**config.mk**
```make
export PLATFORM = sky130hd
export DESIGN_NAME = updown_mod_counter
export DESIGN_NICKNAME = d
export VERILOG_FILES = /design/src/rtl/counter_pkg.sv /design/src/rtl/updown_mod_counter.sv
export SDC_FILE = /design/constraint.sdc
export NUM_CORES = 1
export LEC_CHECK = 0
export BUFFER_PORTS_ARGS = -buffer_cell sky130_fd_sc_hd__buf_2
export CORE_AREA = 2 2 39 41
export DETAILED_ROUTE_END_ITERATION = 12
export DIE_AREA = 0 0 41 43
export MAX_ROUTING_LAYER = met4
export PLACE_DENSITY_LB_ADDON = 0.12
export SLEW_MARGIN = 25
export SYNTH_ARGS = -nofsm -noshare
export SYNTH_HDL_FRONTEND = slang
export SYNTH_SLANG_ARGS = --single-unit
```
**constraint.sdc**
```tcl
create_clock -name clk -period 2 [get_ports clk]
set_input_delay 0.2 -clock clk [delete_from_list [all_inputs] [get_ports clk]]
set_output_delay 0.2 -clock clk [all_outputs]
set_load 0.005 [all_outputs]
```
**src/rtl/counter_pkg.sv**
```systemverilog
// Shared constants and reference step function for the up/down modulo counter family.
package counter_pkg;

    localparam int unsigned WRAP     = 1;
    localparam int unsigned SATURATE = 0;

    localparam logic DIR_UP   = 1'b1;
    localparam logic DIR_DOWN = 1'b0;

    // Returns {limit_event, next_count} for one enabled step; operands are zero-extended to 32 bits.
    function automatic logic [32:0] next_count(input logic [31:0] count,
                                               input logic        up_down,
                                               input logic [31:0] max_value,
                                               input logic        mode);
        logic        ev;
        logic [31:0] nx;
        ev = up_down ? (count == max_value) : (count == 32'd0);
        if (!ev) begin
            nx = up_down ? count + 32'd1 : count - 32'd1;
        end else if (mode) begin
            nx = up_down ? 32'd0 : max_value;
        end else begin
            nx = count;
        end
        return {ev, nx};
    endfunction

endpackage

```
**src/rtl/updown_mod_counter.sv**
```systemverilog
// Parametrised up/down modulo counter with load, clear, wrap or saturate limits,
// terminal count, registered limit pulse and sticky overflow flag.
module updown_mod_counter
    import counter_pkg::*;
#(
    parameter int unsigned       WIDTH     = 4,
    parameter logic [WIDTH-1:0]  MAX_VALUE = {WIDTH{1'b1}},
    parameter int unsigned       WRAP_MODE = WRAP
) (
    input  logic             clk,
    input  logic             rst_n,
    input  logic             enable,
    input  logic             up_down,
    input  logic             clear,
    input  logic             load,
    input  logic [WIDTH-1:0] load_value,
    input  logic             ovf_clr,
    output logic [WIDTH-1:0] count,
    output logic             tc,
    output logic             wrap_pulse,
    output logic             ovf_sticky
);

    logic [WIDTH-1:0] count_q, count_d;
    logic             wrap_q, wrap_d;
    logic             ovf_q, ovf_d;
    logic [WIDTH-1:0] load_clamped;

    assign tc           = up_down ? (count_q == MAX_VALUE) : (count_q == '0);
    assign load_clamped = (load_value > MAX_VALUE) ? MAX_VALUE : load_value;

    always_comb begin
        count_d = count_q;
        wrap_d  = 1'b0;
        ovf_d   = ovf_q & ~ovf_clr;
        if (clear) begin
            count_d = '0;
        end else if (load) begin
            count_d = load_clamped;
        end else if (enable) begin
            if (tc) begin
                // A step at the limit is an event whether it wraps or is blocked.
                wrap_d = 1'b1;
                ovf_d  = 1'b1;
                if (WRAP_MODE == WRAP) begin
                    count_d = up_down ? '0 : MAX_VALUE;
                end
            end else begin
                count_d = up_down ? count_q + WIDTH'(1) : count_q - WIDTH'(1);
            end
        end
    end

    always_ff @(posedge clk or negedge rst_n) begin
        if (!rst_n) begin
            count_q <= '0;
            wrap_q  <= 1'b0;
            ovf_q   <= 1'b0;
        end else begin
            count_q <= count_d;
            wrap_q  <= wrap_d;
            ovf_q   <= ovf_d;
        end
    end

    assign count      = count_q;
    assign wrap_pulse = wrap_q;
    assign ovf_sticky = ovf_q;

endmodule

```
# After elaboration in Yosys (flattened, before gate mapping)

Index checks and enable logic that the tools add are counted.

Bits in registers: 6
Bits in latches: 0
Bits in writable memories: 0
Bits in read-only memories: 0
Input port bits: 11
Output and inout bits: 7
Memories kept: 0

Add/sub/neg operators: 2
Multiply operators: 0
Divide/modulo/power cells: 0
Magnitude comparators: 1
Eq/ne operators: 1
Shifts and indexed selects: 0
Mux-type cells: 16
Bitwise operators: 2
Reductions and logical operators: 2

Operators by type and width:

| kind                                                  | count |
|---|---|
| 2-to-1 mux 4 bit                                      | 7 |
| 2-to-1 mux 1 bit                                      | 9 |
| adder 4 x 1 -> 4 bit (second input constant)          | 1 |
| equality test 4 bit (second input constant)           | 1 |
| greater-than comparator 4 bit (second input constant) | 1 |
| zero test 4 bit                                       | 1 |
| subtractor 4 x 1 -> 4 bit (second input constant)     | 1 |
| nonzero test 3 bit                                    | 1 |
| AND 1 bit                                             | 1 |
| NOT 1 bit                                             | 1 |

# Logic depth before layout (Yosys ltp)

Gate-level depths: netlist (run 1).

Depth in word-level cells: 6
Depth in mapped cells: 6
Depth with buffers taken out: 6

# Least setup slack after synthesis (run 1)

No wires, ideal clock.

Path kind: register to register
Start point: reg count_q[0] (netlist: count[0])
End point: reg count_q[1] (netlist: count[1])
Arrival: 1.450 ns
Setup slack: 0.456 ns
Cell stages (with the launch flop): 6
Buffers on the path: 0
Path through: dfrtp_1 -> inv_1 -> fa_1 -> o21ai_0 -> nand2_1 -> a221oi_2

Word-level cells in the longest chain between the ends: 6
Elaborated cells on any way between the ends: 10
Classes of those cells: add/sub (2); eq/ne (1); mux (6); reduce/logical (1)

Ends and longest elaborated chain:

| element                                                     | RTL line                                           | text |
|---|---|---|
| from (decl)                                                 | updown_mod_counter.sv:24                           | `logic [WIDTH-1:0] count_q, count_d;` |
| from (signal assigned)                                      | updown_mod_counter.sv:60                           | `count_q <= count_d;` |
| subtractor 4 x 1 -> 4 bit (tied with other cells)           | updown_mod_counter.sv:49                           | `count_d = up_down ? count_q + WIDTH'(1) : count_q - WIDTH'(1);` |
| 2-to-1 mux 4 bit / 2-to-1 mux 1 bit (equally long branches) | updown_mod_counter.sv:49, updown_mod_counter.sv:29 |  |
| 2-to-1 mux 4 bit (*)                                        | updown_mod_counter.sv:41                           | `if (tc) begin` |
| 2-to-1 mux 4 bit (*)                                        | updown_mod_counter.sv:40                           | `end else if (enable) begin` |
| 2-to-1 mux 4 bit (*)                                        | updown_mod_counter.sv:38                           | `end else if (load) begin` |
| 2-to-1 mux 4 bit (*)                                        | updown_mod_counter.sv:36                           | `if (clear) begin` |

Mark *: on every way between the ends. The rest lies on a longest branch, timed or not. The select of a mux whose other input is x is not followed.
A chain may end at the register's enable or synchronous reset.

# Worst setup path in the final report (run 1)

Start point: reg count_q[1] (netlist: count[1])
End point: out tc

Word-level cells in the longest chain between the ends: 2
Elaborated cells on any way between the ends: 3
Classes of those cells: eq/ne (1); mux (1); reduce/logical (1)

Ends and longest elaborated chain:

| element                                                       | RTL line                 | text |
|---|---|---|
| equality test 4 bit / zero test 4 bit (equally long branches) | updown_mod_counter.sv:29 | `assign tc = up_down ? (count_q == MAX_VALUE) : (count_q == '0);` |
| 2-to-1 mux 1 bit (*)                                          | updown_mod_counter.sv:29 |  |
| to (decl)                                                     | updown_mod_counter.sv:19 | `output logic tc,` |

Mark *: on every way between the ends. The rest lies on a longest branch, timed or not.

==> results.yml, run 1 <==
detailed_routing:
  routed_wire_length_per_instance_um: 11.33
  wl_met1_um: 478
  met3_length_um: 55
  detail-route-antenna-nets: 0
  drt-initial-drc-count: 1
  finalWirelength_um: 963
  drc_viols: 0
  met2_length_um: 414
  top_layer_used: "met4"
  viasPerCell: 4.824
  drtPass1Iterations: 3
  via_count: 410
cells_and_area:
  multi_input_comb_area_um2: 275.3
  share_of_layout_cells_above_drive_strength_1: 0.3623
  antenna_cells_inserted: 0
  mostFrequentLayoutCells: "buf_2, inv_1, a21oi_1, dfrtp_1"
  finish.instance_area_um2: 585.6
  final-instance-count-excl-fill: 85
  layout.cells.most_common: "buf_2"
  syn2layout_area_growth_pct: 29.64
  seq_area_um2: 150.1
  layout.nets: 85
  fillCellCount: 142
setup_path:
  worstReg2RegStart: "count[0]"
  worstSetupStartpoint: "count[1]"
  cp_slowest_stage_delay_ns: 0.55
  endpoint: "tc"
  critical-path-slowest-cell: "or4_4"
  cp_data_arrival_time_ns: 1.55
  cp_num_cells: 4
  critPathBufInv: 1
  end_kind: "primary output"
  timing.critical_path.fanout_max: 6
  critical_path.startpoint_type: "flop"
  endpoint_required_time_on_the_critical_path_ns: 1.80
  reg_to_reg_endpoint: "count[1]"
  regToRegSetupSlack_ns: 0.34
  timing_worst_setup_path_type: "flop to primary output"
  worstPathCellList: "or4_4 > nand2b_4 > nand2_1 > buf_2"
  crit_family: "simple AND/OR/NAND/NOR gates"
  worst-r2r-cell-count: 5
placed_design:
  postPlaceCellArea_um2: 553.0
  place.port_buffers: 17
  finalWeightedCongestion: 0.7574
  hpwlAfterDp_um: 791.1
  post-place-cells: 81
global_route:
  grt_max_degree: 11
  grt_pass1_wl_um: 1607
  grt_pass1_vias: 388
  grt.total_usage: 0.1454
  grt_antenna_before_repair: 0
  grt_overflow: 0
clock_tree:
  tritoncts_clock_tree: "yes"
  number_of_gates_resized_after_cts: 0
  cts.htree.levels: 1
  cts_root_buffer: "clkbuf_4"
  tritoncts_num_sinks: 6
  clk_pin_slew_worst_paths_ns: 0.04
  cts_buffer_depth: 2
  cts_inserted_buffers: 3
  clock_latency_ns: 0.24
pwr:
  p_leak_nw: 0.3132
  power_density_nw_per_um2: 593.6
  total_power_uw: 347.6
  vdd.ir_drop.worst_v: 0.0002128
timing:
  fin_hold_ws_ns: 0.2054
  final.setup_skew_ns: 0.004207
  min_cycle_time_layout_ns: 1.751
  worst_slew_pin_slew_ns: 0.2595
  setup_tns_ns: 0
  rsz0062_at_grt: "no"
  hold_viol_final: 0
  maxClockFrequency_mhz: 571.0
  timing.final.setup_violations: 0
  layout_worst_path_cycle_share: 0.8756
  timing.slew.headroom: 0.8270
  slew_violations: 0
die:
  die_height_um: 43
  placement_rows: 14
  core-area_um2: 1384
  initial_core_util: 0.3264
  die_x_um: 41
  top_level_pins: 18
  die_ar_um2: 1763
run_status:
  outcome: "finished clean"
synthesis:
  synth_flop_cell: "dfrtp_1"
  syn-cell-area_um2: 451.7
  synth-seq-cells: 6
  synth_cells: 49
  yosysSeqAreaShare: 0.3324
  postSynth.asyncResetShare: 1.000
  synth_fp_nets: 63
  yosysUniqueCellTypes: 25
  synth_enable_flop_cells: 0
  synthesis.yosys.warnings: 0
  syn-mean-instance-area_um2: 9.218
hold_path:
  worst_hold_path_type: "primary input to flop"
job:
  max-cap-violations: 0
==> registers in the layout (all words and copies together) (netlist names) <==
register / count
ovf_sticky: 1
count: 4
wrap_pulse: 1
==> where the power goes <==
part | switching (mW) | internal [mW] | total [mW]
Sequential | 0.0125 | 0.130 | 0.142
Combinational | 0.0487 | 0.0496 | 0.0984
Clock | 0.0393 | 0.0676 | 0.107
==> synth_stat cells, types with 2 or more instances <==
master	number	area [um^2]
inv_1	6	22.52
o21ai_0	2	10.01
a21oi_1	6	30.03
xor2_1	2	17.52
nor2_1	3	11.26
ha_1	2	25.02
nand2_1	2	7.510
a21o_1	2	15.01
dfrtp_1	6	150.1
xnor2_1	2	17.52
nor3_1	2	10.01
==> layout make-up <==
class / count / area share
flip-flops and latches: 6 / 0.2564
multi-input cells: 36 / 0.4701
clock buffers: 3 / 0.03846
repair buffers: 18 / 0.1624
inverters: 6 / 0.03846
well taps: 16 / 0.03419
==> stage by stage <==
stage / utilization / setup WS, ns
global route: 0.4231 / 0.1318
CTS: 0.4231 / 0.2367
detailed placement: 0.3996 / 0.3451
floorplan: - / 0.4564
finish: 0.4231 / 0.2488
global placement: 0.3996 / 0.3969
==> worst min path at each step <==
stage / startpoint / end / cells after the start
after floorplan: rst_n / count[0] / 0
after global placement: rst_n / count[1] / 1
after detailed placement: rst_n / count[1] / 1
after CTS: load_value[0] / count[0] / 3
after global routing: load_value[1] / count[1] / 3
final: load_value[0] / count[0] / 3
==> logic make-up after synthesis <==
group / after synthesis / share of synthesized area
compound gates: 14 / 0.2244
xor+xnor: 4 / 0.07758
fa+ha+maj: 3 / 0.09972
buf+inv: 7 / 0.05816
flops: 6 / 0.3324
simple gates: 15 / 0.2078
==> what timing repair did <==
action	4_1_cts	5_1_grt
endpoints found under the setup margin	0	0
hold endpoints to repair	6	0
setup buffers	0	0
hold buffers	1	0
==> per-layer routing <==
layer  vias up  GRT usage
met1       186     0.1887
li1        210          -
met3         2    0.01571
met4         0     0.1200
met2        12     0.1938
met5         -          -
==> tightest hold or removal path: cells and delay by family <==
family                 cells  cell delay, ns
and+or+nand+nor            1            0.07
buffers and inverters      1            0.08
AOI/OAI and AO/OA          1            0.05
Power figures use the tool's default switching activity.
==> inputs of run 2 (changes only) <==
CELL_PAD_IN_SITES_DETAIL_PLACEMENT = 0   (was not set)
CELL_PAD_IN_SITES_GLOBAL_PLACEMENT = 1   (was not set)
CORE_AREA = not set   (was 2 2 39 41)
CORE_UTILIZATION = 32   (was not set)
DIE_AREA = not set   (was 0 0 41 43)
==> run 2 against run 1 <==
Net effect:
- count of clock-buffer cells in the layout did not move
- power rose by 1.2%
- sequential share of layout area rose by 0.055 points
- first-iteration DRC count rose to 4.0 times the previous value
- wire length rose by 4.0%
- via count fell by 0.49%
- largest cell class unchanged
- clock skew rose by 0.0032 ns
- cell count fell by 1.2%
- fmax fell by 1.5%
- non-clock buffer count did not move
==> results.yml, run 2 (synthesized netlist as in run 1, its figures left out) <==
global_route:
  grt.total_usage: 0.1669
  grt_max_degree: 11
  grt_pass1_vias: 372
  grt_antenna_before_repair: 0
  grt_pass1_wl_um: 1725
  grt_overflow: 0
cells_and_area:
  syn2layout_area_growth_pct: 29.36
  mostFrequentLayoutCells: "buf_2, inv_1, a21oi_1, dfrtp_1"
  layout.nets: 85
  antenna_cells_inserted: 0
  utilization: 0.4490
  share_of_layout_cells_above_drive_strength_1: 0.3623
  largest_reg_flops: 4
  layout.cells.most_common: "buf_2"
timing:
  slew_violations: 0
  rsz0062_at_grt: "no"
  worst_slew_pin_slew_ns: 0.2737
  layout_worst_path_cycle_share: 0.8891
  hold_viol_final: 0
  setup_ws_ns: 0.2218
  setup_tns_ns: 0
  final.setup_skew_ns: 0.007397
  min_cycle_time_layout_ns: 1.778
  timing.final.setup_violations: 0
  maxClockFrequency_mhz: 562.4
  timing.slew.headroom: 0.8175
detailed_routing:
  detail-route-antenna-nets: 0
  routed_wire_length_per_instance_um: 11.93
  drt-initial-drc-count: 4
  finalWirelength_um: 1002
  drc_viols: 0
  viasPerCell: 4.857
  via_count: 408
  drtPass1Iterations: 4
clock_tree:
  postCtsSetupBuffers: 0
  tritoncts_num_sinks: 6
  cts.htree.levels: 1
  clk_pin_slew_worst_paths_ns: 0.05
  number_of_gates_resized_after_cts: 0
  cts_buffer_depth: 2
  tritoncts_clock_tree: "yes"
  cts_inserted_buffers: 3
  ctsHoldBuffers: 1
  cts_root_buffer: "clkbuf_4"
  clock_latency_ns: 0.24
pwr:
  vdd.ir_drop.worst_v: 0.0003568
  total_power_uw: 351.8
  p_int_uw: 247.2
  power_density_nw_per_um2: 602.1
  share_comb_of_total_power: 0.285
  power.share.sequential: 0.403
  p_leak_nw: 0.3132
  net_switching_share_of_the_total_power: 0.2973
  net-switching-power_uw: 104.6
  clockPowerShare: 0.312
setup_path:
  timing.critical_path.fanout_max: 6
  critical_path.startpoint_type: "flop"
  worstSetupStartpoint: "count[1]"
  endpoint_required_time_on_the_critical_path_ns: 1.80
  cp_data_arrival_time_ns: 1.58
  end_kind: "primary output"
  worstReg2RegStart: "count[0]"
  regToRegSetupSlack_ns: 0.34
  timing_worst_setup_path_type: "flop to primary output"
die:
  initial_core_util: 0.3471
  core-area_um2: 1301
  die_ar_um2: 1566
  die_height_um: 39.57
  placement_rows: 13
  top_level_pins: 18
  die_x_um: 39.57
hold_path:
  holdCritStartpoint: "load_value[1]"
  worst_hold_path_type: "primary input to flop"
placed_design:
  hpwlAfterDp_um: 810.4
  place.port_buffers: 17
  dp_slack_ns: 0.3432
  finalWeightedCongestion: 0.7603
job:
  max-cap-violations: 0
run_status:
  outcome: "finished clean"
==> run 2: cell counts in the layout (fill, tap and decap cells not counted) <==
No cell type changed its count.
==> run 2: layer usage <==
metal	global-route usage	up-vias	share of wire	wire length, um
li1	-	211	-	-
met1	0.2491	186	0.49	489
met2	0.2336	11	0.47	470
met3	0.05114	0	0.043	43
met4	0	0	0	0
met5	-	-	0	0
==> run 2: worst max-delay path, stage by stage (launching register included) <==
cell and delay [ns]:
dfrtp_1 0.43, or4_4 0.56, nand2b_4 0.18, nand2_1 0.06
buf_2 0.10
==> run 2: path summary, 6_finish.rpt <==
check,end,depth (start not counted)
max in group asynchronous,ovf_sticky,2
min in group asynchronous,count[3],2
worst max register to register,count[1],5
worst min register to register,ovf_sticky,1
worst min-delay path,count[1],3
worst max-delay path,tc,4
==> run 2: area by class of cell <==
class                   instances  area [um^2]
clock buffers                   3        22.52
fillers                       146        716.9
flip-flops and latches          6        150.1
inverters                       6        22.52
well taps                      15        18.77
multi-input cells              36        275.3
repair buffers                 18        95.09
==> run 2: power by group through the flow <==
stage               Clock, mW  Combinational (mW)  Sequential [mW]
floorplan                   0              0.0631            0.141
global placement            0               0.100            0.143
detailed placement          0              0.0992            0.144
CTS                     0.112               0.101            0.142
global route            0.120               0.113            0.144
finish                  0.110               0.100            0.142
==> run 2: per-stage QoR <==
step	area, um^2	hold WS [ns]	std cells
floorplan	451.7	-0.09559	49
global placement	551.8	0.03103	80
detailed placement	551.8	0.03386	80
CTS	584.3	0.2036	84
global route	584.3	0.2119	84
finish	584.3	0.2056	84
==> inputs of run 3 (changes only) <==
ABC_AREA = 1   (was not set)
CORE_UTILIZATION = 31   (was 32)
PLACE_DENSITY = 0.76   (was not set)
PLACE_DENSITY_LB_ADDON = not set   (was 0.12)
RECOVER_POWER = 50   (was not set)
==> run 3 against run 2 <==
Net effect:
- clock skew shrank 0.0060 ns
- highest routed layer unchanged
- first-iteration DRC count decreased by 50%
- critical endpoint is now count[2]
- fmax increased by 13%
- critical path type is now flop to flop
- hold slack worse by 0.084 ns
==> results.yml, run 3 <==
run_status:
  outcome: "finished clean"
placed_design:
  finalWeightedCongestion: 0.7642
  hpwlAfterDp_um: 798.3
  place.port_buffers: 17
detailed_routing:
  drtPass1Iterations: 2
  viasPerCell: 4.642
  routed_wire_length_per_instance_um: 10.18
  detail-route-antenna-nets: 0
  drt-initial-drc-count: 2
  finalWirelength_um: 967
  drc_viols: 0
  via_count: 441
global_route:
  grt_max_degree: 7
  grt.total_usage: 0.1504
  grt_overflow: 0
  grt_pass1_vias: 358
  grt_pass1_wl_um: 1538
  grt_antenna_before_repair: 0
timing:
  worst_slew_pin_slew_ns: 0.3166
  min_cycle_time_layout_ns: 1.574
  maxClockFrequency_mhz: 635.3
  final.setup_skew_ns: 0.001401
  layout_worst_path_cycle_share: 0.7870
  setup_tns_ns: 0
  rsz0062_at_grt: "no"
  slew_violations: 0
  timing.final.setup_violations: 0
  hold_viol_final: 0
  timing.slew.headroom: 0.7889
synthesis:
  synth_flop_cell: "dfrtp_1"
  top_post_synthesis_cells_by_count: "nand2_1, inv_1, dfrtp_1"
  syn-cell-area_um2: 452.9
  synth-seq-cells: 6
  syn-mean-instance-area_um2: 7.677
  synth_fp_nets: 73
  combinational_family_with_the_most_area_after_synthesis: "simple AND/OR/NAND/NOR gates"
  synthesis.yosys.warnings: 0
  postSynth.asyncResetShare: 1.000
  synth-adder-area-share: 0.09945
  post_synth_mux_area_share: 0
  yosysSeqAreaShare: 0.3315
  biggest_area_contributors_in_the_synthesized_netlist: "dfrtp_1, nand2_1, inv_1, ha_1, nand4_2"
  synthDominantAreaCellType: "dfrtp_1"
  synth_compound_gate_area_share: 0.1160
  yosysUniqueCellTypes: 20
  synth.most_common_cell: "nand2_1"
  yosys.area_share.simple: 0.3232
  synth_xor_area_frac: 0.03867
  synth_enable_flop_cells: 0
  synth_cells: 59
  synth_top_cell_area_share: 0.3315
die:
  die_ar_um2: 1618
  core-area_um2: 1334
  die_height_um: 40.23
  placement_rows: 13
  top_level_pins: 18
  die_x_um: 40.23
  initial_core_util: 0.3396
clock_tree:
  clk_pin_slew_worst_paths_ns: 0.04
  cts_buffer_depth: 2
  tritoncts_clock_tree: "yes"
  cts_inserted_buffers: 3
  number_of_gates_resized_after_cts: 0
  clock_latency_ns: 0.24
  cts.htree.levels: 1
  tritoncts_num_sinks: 6
  cts_root_buffer: "clkbuf_4"
cells_and_area:
  layout.cells.most_common: "buf_2"
  mostFrequentLayoutCells: "buf_2, nand2_1, inv_1"
  largest_reg_flops: 4
  layout.nets: 96
  antenna_cells_inserted: 0
  share_of_layout_cells_above_drive_strength_1: 0.3625
  syn2layout_area_growth_pct: 29.28
setup_path:
  regToRegSetupSlack_ns: 0.43
  reg_to_reg_endpoint: "count[2]"
  critical_path.startpoint_type: "flop"
  end_kind: "flop"
  endpoint_required_time_on_the_critical_path_ns: 2.11
  cp_data_arrival_time_ns: 1.69
  worst-r2r-cell-count: 6
  timing_worst_setup_path_type: "flop to flop"
  timing.critical_path.fanout_max: 5
  worstReg2RegStart: "count[0]"
hold_path:
  holdCritStartpoint: "ovf_clr"
  timing.hold.worst_endpoint: "ovf_sticky"
  worst_hold_path_type: "primary input to flop"
  hold_path_depth: 2
job:
  max-cap-violations: 0
pwr:
  p_leak_nw: 0.3218
  vdd.ir_drop.worst_v: 0.0002827
  power_density_nw_per_um2: 646.9
  total_power_uw: 378.8
==> run 3: cell type report <==
cell class	instances	area [um^2]
fill	148	748.2
timing repair buffer	18	91.34
sequential	6	150.1
multi-input combinational	42	261.5
tap	15	18.77
clock buffer	3	22.52
inverter	11	41.29
==> run 3: repair_timing <==
item,CTS,global route
hold buffers,1,0
endpoints found under the hold margin,6,0
setup buffers,0,0
==> run 3: critical path, stage by stage (launching register included) <==
cell and delay, ns:
dfrtp_1 0.42, inv_1 0.13, fa_1 0.41, xor2_1 0.18, nand2_1 0.07, a21oi_1 0.14
o22ai_1 0.10
==> run 3: kinds of logic after synthesis <==
| family | after synthesis |
|---|---|
| AO/OA/AOI/OAI | 9 |
| XOR/XNOR | 2 |
| adder cells (fa/ha/maj) | 3 |
| buffers and inverters | 11 |
| flip-flops | 6 |
| AND/OR/NAND/NOR | 28 |
==> run 3: through the flow <==
step | hold WS [ns] | setup slack, ns | utilization | instances | area [um^2]
finish | 0.1212 | 0.4260 | 0.4390 | 95 | 585.6
global route | 0.1115 | 0.2817 | 0.4390 | 95 | 585.6
CTS | 0.1145 | 0.4235 | 0.4418 | 95 | 589.3
global placement | 0.02824 | 0.4445 | 0.4174 | 91 | 556.8
floorplan | -0.09559 | 0.5876 | - | 59 | 452.9
detailed placement | 0.02839 | 0.4806 | 0.4174 | 91 | 556.8
==> run 3: power breakdown <==
group	internal, mW	switching, mW
logic	0.0552	0.0679
registers	0.133	0.0138
clock network	0.0677	0.0415
==> run 3: layer usage <==
metal,vias to the layer above,wire [um],part of all wire,GRT usage
met3,0,38,0.039,0.03333
met1,198,453,0.47,0.2069
met2,10,476,0.49,0.2177
met4,0,0,0,0.05000
met5,-,0,0,-
li1,233,-,-,-
==> run 3: how the worst max path moves through the flow <==
stage                  start       end  depth (start not counted)
floorplan           count[0]  count[2]                          6
global placement    count[0]  count[2]                          6
detailed placement  count[0]  count[2]                          6
CTS                 count[0]  count[2]                          6
global route        count[0]  count[2]                          6
finish              count[0]  count[2]                          6
